$ cat config.mk
export PLATFORM = sky130hd
export DESIGN_NAME = keycode_event_decoder
export DESIGN_NICKNAME = d
export VERILOG_FILES = /design/src/rtl/mario_pkg.sv /design/src/rtl/keycode_event_decoder_fifo.sv /design/src/rtl/keycode_event_decoder.sv
export SDC_FILE = /design/constraint.sdc
export NUM_CORES = 1
export LEC_CHECK = 0
export BUFFER_PORTS_ARGS = -buffer_cell sky130_fd_sc_hd__buf_2
export CORE_MARGIN = 5
export CORE_UTILIZATION = 40
export CTS_CLUSTER_SIZE = 12
export DETAILED_ROUTE_END_ITERATION = 10
export PLACE_DENSITY = 0.67
export SYNTH_ARGS = -nofsm -noshare
export SYNTH_HDL_FRONTEND = slang
export SYNTH_HIERARCHICAL = 1
export SYNTH_SLANG_ARGS = --single-unit
$ cat constraint.sdc
create_clock -name Clk -period 3.5 [get_ports Clk]
set_input_delay 0.525 -clock Clk [delete_from_list [all_inputs] [get_ports Clk]]
set_output_delay 0.525 -clock Clk [all_outputs]
set_load 0.02 [all_outputs]
$ cat src/rtl/mario_pkg.sv
// rtl/mario_pkg.sv - shared keycode constants, event type and decoder state enum
package mario_pkg;

  localparam logic [7:0] KC_NONE = 8'h00;
  localparam logic [7:0] KC_W    = 8'h1A;
  localparam logic [7:0] KC_A    = 8'h04;
  localparam logic [7:0] KC_S    = 8'h16;
  localparam logic [7:0] KC_D    = 8'h07;

  typedef struct packed {
    logic [7:0] code;
    logic       press;
  } kev_t;

  typedef enum logic [1:0] {
    ST_FILTER,
    ST_EMIT_REL,
    ST_EMIT_PRESS
  } kdec_state_t;

  // Held bitmap order: bit0 W, bit1 A, bit2 S, bit3 D.
  function automatic logic [3:0] held_bits(input logic [7:0] code);
    return {code == KC_D, code == KC_S, code == KC_A, code == KC_W};
  endfunction

endpackage

$ cat src/rtl/keycode_event_decoder_fifo.sv
// rtl/keycode_event_decoder_fifo.sv - show-ahead event FIFO (module kev_fifo)
module kev_fifo
  import mario_pkg::*;
#(
  parameter int DEPTH = 8
) (
  input  logic                   clk,
  input  logic                   rst,
  input  logic                   push,
  input  kev_t                   push_data,
  input  logic                   pop,
  output kev_t                   head,
  output logic                   full,
  output logic                   empty,
  output logic [$clog2(DEPTH):0] count
);

  localparam int AW = $clog2(DEPTH);

  kev_t           mem [DEPTH];
  logic [AW-1:0]  wptr;
  logic [AW-1:0]  rptr;
  logic           do_pop;
  logic           do_push;

  assign full    = (count == (AW+1)'(DEPTH));
  assign empty   = (count == '0);
  assign do_pop  = pop && !empty;
  // A push into a full FIFO is only accepted when the head leaves in the same cycle.
  assign do_push = push && (!full || do_pop);
  assign head    = mem[rptr];

  always_ff @(posedge clk) begin
    if (do_push) mem[wptr] <= push_data;
  end

  always_ff @(posedge clk or posedge rst) begin
    if (rst) begin
      wptr  <= '0;
      rptr  <= '0;
      count <= '0;
    end else begin
      if (do_push) wptr <= wptr + 1'b1;
      if (do_pop)  rptr <= rptr + 1'b1;
      case ({do_push, do_pop})
        2'b10:   count <= count + 1'b1;
        2'b01:   count <= count - 1'b1;
        default: count <= count;
      endcase
    end
  end

endmodule

$ cat src/rtl/keycode_event_decoder.sv
// rtl/keycode_event_decoder.sv - debounces HID keycodes into press/release events and a held bitmap
module keycode_event_decoder
  import mario_pkg::*;
#(
  parameter int FIFO_DEPTH    = 8,
  parameter int STABLE_CYCLES = 4
) (
  input  logic       Clk,
  input  logic       Reset,
  input  logic [7:0] keycode,
  input  logic       ev_ready,
  output logic       ev_valid,
  output logic [7:0] ev_code,
  output logic       ev_press,
  output logic [3:0] held,
  output logic       overflow,
  input  logic       clear_ovf
);

  localparam int CNT_W = $clog2(STABLE_CYCLES);
  localparam logic [CNT_W-1:0] CNT_MAX = CNT_W'(STABLE_CYCLES - 1);

  logic [7:0]              k_q;
  logic [7:0]              cand;
  logic [CNT_W-1:0]        cnt;
  logic [7:0]              acc;
  logic [7:0]              rel_code;
  kdec_state_t             state;
  logic                    accept;
  logic                    push;
  kev_t                    push_data;
  logic                    pop;
  kev_t                    head;
  logic                    fifo_full;
  logic                    fifo_empty;
  logic [$clog2(FIFO_DEPTH):0] fifo_count;

  always_ff @(posedge Clk or posedge Reset) begin
    if (Reset) begin
      k_q  <= KC_NONE;
      cand <= KC_NONE;
      cnt  <= '0;
    end else begin
      k_q <= keycode;
      if (k_q != cand) begin
        cand <= k_q;
        cnt  <= '0;
      end else if (cnt != CNT_MAX) begin
        cnt <= cnt + 1'b1;
      end
    end
  end

  // Acceptance waits for FILTER so a change arriving mid-emit is picked up afterwards.
  assign accept = (state == ST_FILTER) && (cnt == CNT_MAX) && (k_q == cand) && (cand != acc);

  always_ff @(posedge Clk or posedge Reset) begin
    if (Reset) begin
      state    <= ST_FILTER;
      acc      <= KC_NONE;
      rel_code <= KC_NONE;
      held     <= 4'b0000;
    end else begin
      case (state)
        ST_FILTER: begin
          if (accept) begin
            acc      <= cand;
            rel_code <= acc;
            held     <= held_bits(cand);
            state    <= (acc != KC_NONE) ? ST_EMIT_REL : ST_EMIT_PRESS;
          end
        end
        ST_EMIT_REL:   state <= (acc != KC_NONE) ? ST_EMIT_PRESS : ST_FILTER;
        ST_EMIT_PRESS: state <= ST_FILTER;
        default:       state <= ST_FILTER;
      endcase
    end
  end

  always_comb begin
    push      = 1'b0;
    push_data = '0;
    case (state)
      ST_EMIT_REL: begin
        push      = 1'b1;
        push_data = '{code: rel_code, press: 1'b0};
      end
      ST_EMIT_PRESS: begin
        push      = 1'b1;
        push_data = '{code: acc, press: 1'b1};
      end
      default: ;
    endcase
  end

  assign pop = ev_ready && !fifo_empty;

  kev_fifo #(
    .DEPTH(FIFO_DEPTH)
  ) u_fifo (
    .clk       (Clk),
    .rst       (Reset),
    .push      (push),
    .push_data (push_data),
    .pop       (pop),
    .head      (head),
    .full      (fifo_full),
    .empty     (fifo_empty),
    .count     (fifo_count)
  );

  always_ff @(posedge Clk or posedge Reset) begin
    if (Reset) begin
      overflow <= 1'b0;
    end else if (push && fifo_full && !pop) begin
      overflow <= 1'b1;
    end else if (clear_ovf) begin
      overflow <= 1'b0;
    end
  end

  assign ev_valid = (fifo_count != '0);
  assign ev_code  = ev_valid ? head.code : KC_NONE;
  assign ev_press = ev_valid && head.press;

endmodule

==> metrics.md, run 1 <==
| Metric | Value |
|---|---|
| Worst endpoint required time | 3.84 ns |
| Vias in the first global route | 2979 |
| Clk sinks | 123 |
| Clk pwr share | 42.7% |
| Compound-gate portion of the synthesized area | 3.23% |
| Final net count | 397 |
| Post-synthesis xor/xnor area fraction | 3.72% |
| Routed wire length | 9370 µm |
| Cell variety after synth | 44 |
| CP max FO | 8 |
| DR vias | 2823 |
| CTS tree | yes |
| Setup TNS | 0 ns |
| Vias/cell | 5.01 |
| Max-cap viol count | 0 |
| Max IR drop VDD | 0.401 mV |
| Multi-input logic area | 1770 µm² |
| GRT overflow | 0 |
| Fillers | 1158 |
| Initial antenna violation count | 0 |
| P_sw | 954 µW |
| R2R cell count | 11 |
| Final Slew Violations | 0 |
| Switching share of power | 24.9% |
| IO Port Bufs | 26 |
| FF+latch area | 3440 µm² |
| Synth Area in Adders | 2.45% |
| Die X | 126 µm |
| Worst Setup SP | u_fifo/count[1]$_DFFE_PP0P_ |
| CTS Buf Count | 17 |
| Synthesized area per cell | 16.1 µm² |
| Die Area | 16000 µm² |
| Setup crit end | u_fifo/count[3]$_DFFE_PP0P_ |
| Layout Skew | 0.0113 ns |
| Die Y | 126 µm |
| Worst R2R Start | u_fifo/count[1]$_DFFE_PP0P_ |
| 1st-iter DRT viols | 204 |
| Worst EP arrival | 3.24 ns |
| RSZ-0062 raised after global routing | false |
| Mux contribution to synthesized area | 15.9% |
| Routed len/inst | 16.6 µm |
| R2R Setup Slk | 0.60 ns |
| Core ar. | 13200 µm² |
| Worst Hold Class | in2reg |
| Fmax | 344 MHz |
| Seq cells post-synth | 123 |
| Share of cells above drive strength 1 | 23.3% |
| Syn Nets | 359 |
| Main combinational cell family by area after synthesis | multiplexers |
| FF-to-FF End | u_fifo/count[3]$_DFFE_PP0P_ |
| Worst Tran Pin Value | 0.832 ns |
| Maximum clock path buffer count | 2 |
| Mapped Area | 5420 µm² |
| Seq pwr share | 44.6% |
| Hold Crit Depth | 1 |
| Simple-Gate Fraction of Synth Area | 7.34% |
| GP Congestion | 0.724 |
| Post-Route Utilization | 47.3% |
| Comb pwr share | 12.7% |
| Hold Vio Cnt, Final | 0 |
| Leak pwr | 0.00275 µW |
| Power density cells | 611 nW/µm² |
| Max-slew headroom | 44.6% |
| Period minus WS final | 2.90 ns |
| # DRC | 0 |
| Post-CTS sizing | 0 |
| Drt pass-1 iters | 4 |
| Syn. warnings | 6 |
| Number of inserted diodes | 0 |
| Site Rows | 42 |
| GRT Overall Usage | 12.8% |
| Element type at the critical path end | flip-flop |
| H-tree levels | 4 |
| Post-CTS Setup Bufs | 0 |
| Area Growth Syn to Fin | 15.6% |
| Starting Density | 40.9% |
| Fin crit share | 83.0% |
| ANT nets after route | 0 |
| Clk slew on worst S/H paths | 0.05 ns |
| Ports | 27 |
| Clock latency on the worst-skew pair | 0.41 ns |
| CTS Hold Bufs | 1 |
| Mapped Cells | 337 |
| Status | complete, no violations |
| Internal | 2880 µW |
| Crit Path Category | reg2reg |
| First-pass GRT wire length | 15700 µm |
| Largest net degree at the start of global routing | 41 |
| Dpl hpwl | 5970 µm |
| Part of the Yosys area used for sequential elements | 63.4% |
| Clock root buffer | clkbuf_16 |
| CP Launch Type | flip-flop |
| Endpoints failing setup | 0 |
how the worst min path moves through the flow:
stage,from,endpoint,slack (ns)
detailed placement,k_q[0]$_DFF_PP0_,cand[0]$_DFFE_PP0P_,0.38
global placement,k_q[3]$_DFF_PP0_,cand[3]$_DFFE_PP0P_,0.38
CTS,keycode[5],k_q[5]$_DFF_PP0_,0.20
global route,keycode[4],k_q[4]$_DFF_PP0_,0.20
floorplan,Reset,u_fifo/count[0]$_DFFE_PP0P_,0.37
finish,keycode[5],k_q[5]$_DFF_PP0_,0.22
through the flow:
step / setup WS (ns) / cells / cell area (µm²) / power, µW / hold WS, ns
global route: 0.400 / 563 / 6270 / 4010 / 0.203
CTS: 0.585 / 563 / 6270 / 3880 / 0.201
detailed placement: 0.595 / 531 / 5700 / 2230 / 0.381
finish: 0.597 / 563 / 6270 / 3830 / 0.224
floorplan: 0.802 / 337 / 5420 / 2170 / 0.365
global placement: 0.691 / 531 / 5700 / 2210 / 0.377
critical path, cell delays in order, from the launching register on:
cell and delay, ns:
dfrtp_1 0.41, or3_1 0.16, nor2_1 0.04, nor2b_1 0.51, o21ai_2 0.18, or2_2 0.33, inv_1 0.10, ha_1 0.24
a211o_1 0.31, nand3_1 0.12, mux2_2 0.35, nand3b_1 0.08
synthesized netlist by cell type (all sizes together):
cell / count / area [µm²]
a211o: 1 / 8.76
a21boi: 1 / 7.51
a21oi: 1 / 5.00
a22oi: 8 / 60.1
a31oi: 1 / 21.3
and2: 1 / 6.26
buf: 8 / 96.3
clkbuf: 13 / 78.8
dfrtp: 51 / 1280
edfxtp: 72 / 2160
fa: 1 / 20.0
ha: 9 / 113
inv: 11 / 41.3
mux2: 32 / 364
mux2i: 3 / 30.0
mux4: 18 / 465
nand2: 17 / 63.8
nand2b: 6 / 37.5
nand3: 2 / 10.0
nand3b: 1 / 7.51
nand4: 2 / 12.5
nor2: 12 / 45.0
nor2b: 18 / 113
nor3: 3 / 15.0
nor4: 7 / 50.1
o2111a: 1 / 11.3
o21a: 2 / 15.0
o21ai: 3 / 18.8
o22a: 1 / 8.76
o22ai: 2 / 18.8
or2: 2 / 12.5
or3: 4 / 25.0
xnor2: 12 / 105
xor2: 11 / 96.3
logic make-up (layout without fill, tap and decap cells):
kind of cell	after synthesis	count (layout)
and+or+nand+nor	75	75
adders and majority gates	10	10
buffers and inverters	32	82
xor gates and xnor gates	23	23
DFF	123	123
muxes	53	53
AOI/OAI and AO/OA	21	21
sequential cells by signal, summed over array words and instances, names as in the netlist:
name,cells
u_fifo/rptr,3
held,4
acc,8
u_fifo/wptr,3
u_fifo/count,4
u_fifo/mem,72
cnt,2
overflow,1
k_q,8
cand,8
state,2
rel_code,8
placed cells by master (no fill, tap or decap), drive strengths merged, types with 3 or more instances in the layout:
| cell | count |
|---|---|
| a22oi | 8 |
| buf | 39 |
| clkbuf | 19 |
| clkinv | 6 |
| clkinvlp | 3 |
| dfrtp | 51 |
| edfxtp | 72 |
| ha | 9 |
| inv | 12 |
| mux2 | 32 |
| mux2i | 3 |
| mux4 | 18 |
| nand2 | 17 |
| nand2b | 6 |
| nor2 | 12 |
| nor2b | 18 |
| nor3 | 3 |
| nor4 | 7 |
| o21ai | 3 |
| or3 | 4 |
| xnor2 | 12 |
| xor2 | 11 |
layer usage:
layer	vias to the layer above	routed length, µm	part of all wire (%)	GRT usage, %
met2	49	4600	49	19.9
li1	1335	-	-	-
met4	0	182	1.9	5.68
met3	16	334	3.6	3.57
met5	-	0	0	0
met1	1423	4250	45	16.7
power groups by stage:
| stage | clock network [µW] | logic (µW) | registers, µW |
|---|---|---|---|
| after floorplan | 0 | 520 | 1650 |
| after global placement | 0 | 475 | 1730 |
| after detailed placement | 0 | 491 | 1740 |
| after CTS | 1670 | 496 | 1710 |
| after global routing | 1760 | 533 | 1720 |
| final | 1630 | 488 | 1710 |
cell type report:
| class | count | area share [%] |
|---|---|---|
| multi-input combinational | 182 | 28.3 |
| tap | 176 | 3.51 |
| inverter | 11 | 0.659 |
| clock inverter | 12 | 2.00 |
| clock buffer | 19 | 6.91 |
| timing repair buffer | 40 | 3.79 |
| sequential | 123 | 54.9 |
Power figures use the tool's default switching activity.
==> run 2, diff against run 1 <==
Settings changed: PLACE_DENSITY 0.67 to 0.69.
Clock period 3.5 ns to 2.64 ns, I/O delays scaled along.
==> metrics.md, run 2 (synthesis results as in run 1) <==
| Metric | Value |
|---|---|
| Dpl hpwl | 5890 µm |
| DP Worst Slack | 0.0587 ns |
| Fin crit share | 97.3% |
| Die Y | 126 µm |
| CTS tree | yes |
| Period minus WS final | 2.57 ns |
| Clk sinks | 123 |
| Worst Tran Pin Value | 0.875 ns |
| Final WS setup | 0.0704 ns |
| Vias/cell | 4.99 |
| Worst R2R Start | u_fifo/count[0]$_DFFE_PP0P_ |
| Switching share of power | 24.2% |
| Clk slew on worst S/H paths | 0.05 ns |
| Commonest non-fill, non-tap cells in the layout | 72 x edfxtp_1, 50 x dfrtp_1, 26 x buf_2 |
| Share of cells above drive strength 1 | 25.5% |
| Routed len/inst | 16.0 µm |
| Max reg flops | 72 |
| Clk pwr share | 43.0% |
| Final Slew Violations | 0 |
| First-pass GRT wire length | 14900 µm |
| CP max FO | 7 |
| IO Port Bufs | 26 |
| Clock root buffer | clkbuf_16 |
| Worst EP arrival | 2.92 ns |
| Largest net degree at the start of global routing | 42 |
| Ports | 27 |
| Max-slew headroom | 41.5% |
| Hold path endpoint | k_q[3]$_DFF_PP0_ |
| R2R cell count | 10 |
| CP Launch Type | flip-flop |
| 1st-iter DRT viols | 218 |
| Vias in the first global route | 2923 |
| Power density cells | 828 nW/µm² |
| Crit Path Category | reg2reg |
| Seq pwr share | 42.8% |
| Area Growth Syn to Fin | 16.8% |
| Status | complete, no violations |
| Max-cap viol count | 0 |
| Worst Hold Class | in2reg |
| Fmax | 389 MHz |
| Internal | 3970 µW |
| Die Area | 16000 µm² |
| Endpoints failing setup | 0 |
| CTS Buf Count | 17 |
| WHS | 0.0930 ns |
| Drt pass-1 iters | 5 |
| Number of inserted diodes | 0 |
| Commonest non-fill, non-tap cell in the layout | edfxtp_1 |
| GP Congestion | 0.768 |
| Core ar. | 13200 µm² |
| ANT nets after route | 0 |
| R2R Setup Slk | 0.07 ns |
| Site Rows | 42 |
| P_sw | 1270 µW |
| Post-Route Utilization | 47.8% |
| DR vias | 2817 |
| Comb pwr share | 14.2% |
| Maximum clock path buffer count | 2 |
| Most flop-heavy register | u_fifo/mem |
| Max IR drop VDD | 0.410 mV |
| Routed wire length | 9050 µm |
| Clock latency on the worst-skew pair | 0.41 ns |
| FF-to-FF End | u_fifo/count[3]$_DFFE_PP0P_ |
| Hold Crit Depth | 1 |
| Layout Skew | 0.00986 ns |
| Die X | 126 µm |
| Worst endpoint required time | 2.99 ns |
| Setup TNS | 0 ns |
| Hold Vio Cnt, Final | 0 |
| # DRC | 0 |
| Initial antenna violation count | 0 |
| GRT overflow | 0 |
| Starting Density | 40.9% |
| Min-Delay Startpoint | keycode[3] |
| Final net count | 398 |
| Leak pwr | 0.00277 µW |
| Element type at the critical path end | flip-flop |
| H-tree levels | 4 |
| GRT Overall Usage | 12.2% |
## run 2: cell types whose count changed in the layout (fill, tap and decap cells not counted), sizes merged
cell and change:
bufinv +1, inv +1, buf +1, clkinv -2
## run 2: timing repair
| action | in CTS | in global routing |
|---|---|---|
| endpoints found under the hold margin | 10 | 0 |
| hold buffers | 1 | 0 |
| pin swaps | 0 | 0 |
| resized for setup | 1 | 5 |
| setup buffers | 0 | 1 |
| endpoints found under the setup margin | 9 | 28 |
## run 2: area by class of cell
type / instances / area, µm²
Fill cell: 1150 / 6910
Sequential cell: 123 / 3440
Multi-Input combinational cell: 182 / 1790
Clock buffer: 19 / 433
Timing Repair Buffer: 41 / 258
Tap cell: 176 / 220
Clock inverter: 12 / 148
Inverter: 11 / 41.3
## run 2: critical path, stage by stage, from the launching register on
cell      delay [ns]
dfrtp_1         0.41
or3_4           0.40
buf_4           0.18
o21ai_2         0.14
or2_2           0.15
inv_1           0.06
ha_1            0.28
a211o_1         0.34
nand3_1         0.13
mux2_2          0.35
nand3b_1        0.08
## run 2: stage by stage
| step | std cells | instance area, µm² | total power (µW) |
|---|---|---|---|
| detailed placement | 531 | 5720 | 3000 |
| global placement | 531 | 5720 | 2970 |
| floorplan | 337 | 5420 | 2880 |
| global route | 564 | 6330 | 5470 |
| CTS | 563 | 6310 | 5270 |
| finish | 564 | 6330 | 5240 |
## run 2: metal layers
metal	vias to the layer above	share of wire, %	GRT usage [%]
met2	59	49	19.8
met1	1420	46	15.0
met4	0	1.1	4.86
li1	1330	-	-
met5	-	0	0
met3	8	4.3	4.20
## run 2: power groups by stage
stage	Combinational, µW	Clock (µW)	Sequential (µW)
finish	744	2250	2240
global route	812	2400	2260
CTS	721	2300	2250
detailed placement	716	0	2280
global placement	697	0	2270
floorplan	692	0	2180
## run 2: worst max path at each step
| stage | cells after the start | slack, ns | endpoint | startpoint |
|---|---|---|---|---|
| 2_1_floorplan | 12 | 0.11 | u_fifo/count[3]$_DFFE_PP0P_ | u_fifo/count[1]$_DFFE_PP0P_ |
| 3_3_place_gp | 7 | 0.14 | u_fifo/mem[3][7]$_DFFE_PP_ | u_fifo/count[1]$_DFFE_PP0P_ |
| 3_5_place_dp | 7 | 0.06 | u_fifo/mem[3][7]$_DFFE_PP_ | u_fifo/count[1]$_DFFE_PP0P_ |
| 4_1_cts | 7 | 0.05 | u_fifo/mem[3][6]$_DFFE_PP_ | u_fifo/count[2]$_DFFE_PP0P_ |
| 5_1_grt | 10 | -0.02 | u_fifo/count[3]$_DFFE_PP0P_ | u_fifo/count[0]$_DFFE_PP0P_ |
| 6_report | 10 | 0.07 | u_fifo/count[3]$_DFFE_PP0P_ | u_fifo/count[0]$_DFFE_PP0P_ |
==> run 3, diff against run 2 <==
Settings changed: CORE_MARGIN 5 to not set.
Clock period 2.64 ns to 2.08 ns, I/O delays scaled along.
==> metrics.md, run 3 (synthesis results as in run 1) <==
| Metric | Value |
|---|---|
| Post-Route Utilization | 52.8% |
| Comb pwr share | 23.6% |
| Clk sinks | 123 |
| Drt pass-1 iters | 4 |
| GRT overflow | 0 |
| ANT nets after route | 0 |
| Endpoints failing setup | 11 |
| Max IR drop VDD | 0.686 mV |
| Seq pwr share | 37.0% |
| CTS tree | yes |
| Clock root buffer | clkbuf_16 |
| Leak pwr | 0.00293 µW |
| Failing checks | negative setup slack |
| Ports | 27 |
| DR vias | 3009 |
| # DRC | 0 |
| Fin crit share | 117% |
| Hold Vio Cnt, Final | 0 |
| Worst EP arrival | 2.11 ns |
| Fmax | 412 MHz |
| Switching share of power | 26.1% |
| Most flop-heavy register | u_fifo/mem |
| GRT Overall Usage | 15.8% |
| First-pass GRT wire length | 16400 µm |
| Commonest non-fill, non-tap cells in the layout | 72 x edfxtp_1, 50 x dfrtp_1, 32 x buf_4, 18 x mux4_2 |
| Status | finished with violations |
| Crit Path Category | reg2out |
| Clk slew on worst S/H paths | 0.06 ns |
| Setup TNS | -3.23 ns |
| Internal | 5550 µW |
| Worst Tran Pin Value | 0.655 ns |
| Area Growth Syn to Fin | 29.1% |
| Die Y | 118 µm |
| Clock latency on the worst-skew pair | 0.41 ns |
| Power density cells | 1070 nW/µm² |
| Die Area | 14000 µm² |
| Number of inserted diodes | 0 |
| Design Power | 7510 µW |
| GP Congestion | 0.731 |
| H-tree levels | 4 |
| Vias/cell | 5.00 |
| CTS Buf Count | 17 |
| Post-place instance area | 5950 µm² |
| Max reg flops | 72 |
| Die X | 118 µm |
| Routed wire length | 10200 µm |
| Dpl hpwl | 5990 µm |
| Max-cap viol count | 0 |
| Final WS setup | -0.346 ns |
| Largest net degree at the start of global routing | 42 |
| Layout Skew | 0.00923 ns |
| RSZ-0062 raised after global routing | true |
| Final Slew Violations | 0 |
| Site Rows | 42 |
| Core ar. | 13200 µm² |
| Clk pwr share | 39.4% |
| Element type at the critical path end | primary output |
| Vias in the first global route | 3118 |
| Maximum clock path buffer count | 2 |
| Routed len/inst | 16.9 µm |
| Period minus WS final | 2.43 ns |
| Final net count | 436 |
| Worst Hold Class | in2reg |
| Fin area | 7000 µm² |
| Share of cells above drive strength 1 | 40.6% |
| Starting Density | 40.9% |
| Worst endpoint required time | 1.77 ns |
| IO Port Bufs | 26 |
| Initial antenna violation count | 0 |
| 1st-iter DRT viols | 170 |
| Commonest non-fill, non-tap cell in the layout | edfxtp_1 |
| CP max FO | 5 |
| P_sw | 1960 µW |
| CP Launch Type | flip-flop |
| Max-slew headroom | 56.2% |
run 3: per-stage QoR:
stage               worst slack, ns  hold WS, ns  std cells
floorplan                    -0.340        0.152        337
global placement             -0.193        0.321        549
detailed placement           -0.272        0.335        549
CTS                          -0.374        0.105        597
global route                 -0.419        0.120        602
finish                       -0.346        0.116        602
run 3: power by group through the flow:
stage | clock, µW | combinational, µW | sequential (µW)
floorplan | 0 | 919 | 2780
global placement | 0 | 1140 | 2800
detailed placement | 0 | 1180 | 2810
CTS | 3000 | 1620 | 2770
global route | 3120 | 1900 | 2790
finish | 2960 | 1780 | 2780
run 3: worst paths after layout:
kind	startpoint	to	slack [ns]	cells after the start
max in group asynchronous	Reset	cand[4]$_DFFE_PP0P_	1.13	4
setup / recovery	u_fifo/rptr[0]$_DFFE_PP0N_	ev_code[1]	-0.35	6
hold reg to reg	k_q[4]$_DFF_PP0_	cand[4]$_DFFE_PP0P_	0.39	0
setup reg to reg	u_fifo/count[2]$_DFFE_PP0P_	u_fifo/count[3]$_DFFE_PP0P_	-0.20	11
min in group asynchronous	Reset	u_fifo/count[0]$_DFFE_PP0P_	0.46	3
hold / removal	clear_ovf	overflow$_DFFE_PP0P_	0.12	2
run 3: final cells by class:
type / instances / area [µm²]
flip-flops and latches: 123 / 3440
repair buffers: 79 / 731
clock inverters: 14 / 171
well taps: 176 / 220
clock buffers: 17 / 425
inverters: 11 / 43.8
multi-input cells: 182 / 1970
fillers: 1050 / 6250
run 3: repair_timing:
| action | CTS | global route |
|---|---|---|
| gates resized for setup | 51 | 29 |
| cloned | 3 | 1 |
| setup buffers | 5 | 7 |
| setup endpoints to repair | 83 | 76 |
| hold buffers | 9 | 0 |
| endpoints found under the hold margin | 18 | 0 |
| pin swaps | 8 | 5 |
run 3: worst max-delay path, cell delays in order, from the launching register on:
cell and delay [ns]:
dfrtp_2 0.37, buf_6 0.13, buf_12 0.13, mux4_2 0.52, mux2_4 0.28, nor2b_4 0.13
buf_6 0.13
run 3: per-layer routing:
metal | vias up | share of wire [%] | GRT usage (%)
met5 | - | 0 | 0
met4 | 0 | 1.4 | 6.25
met3 | 16 | 3.8 | 4.34
met2 | 75 | 52 | 26.6
met1 | 1519 | 43 | 19.2
li1 | 1399 | - | -
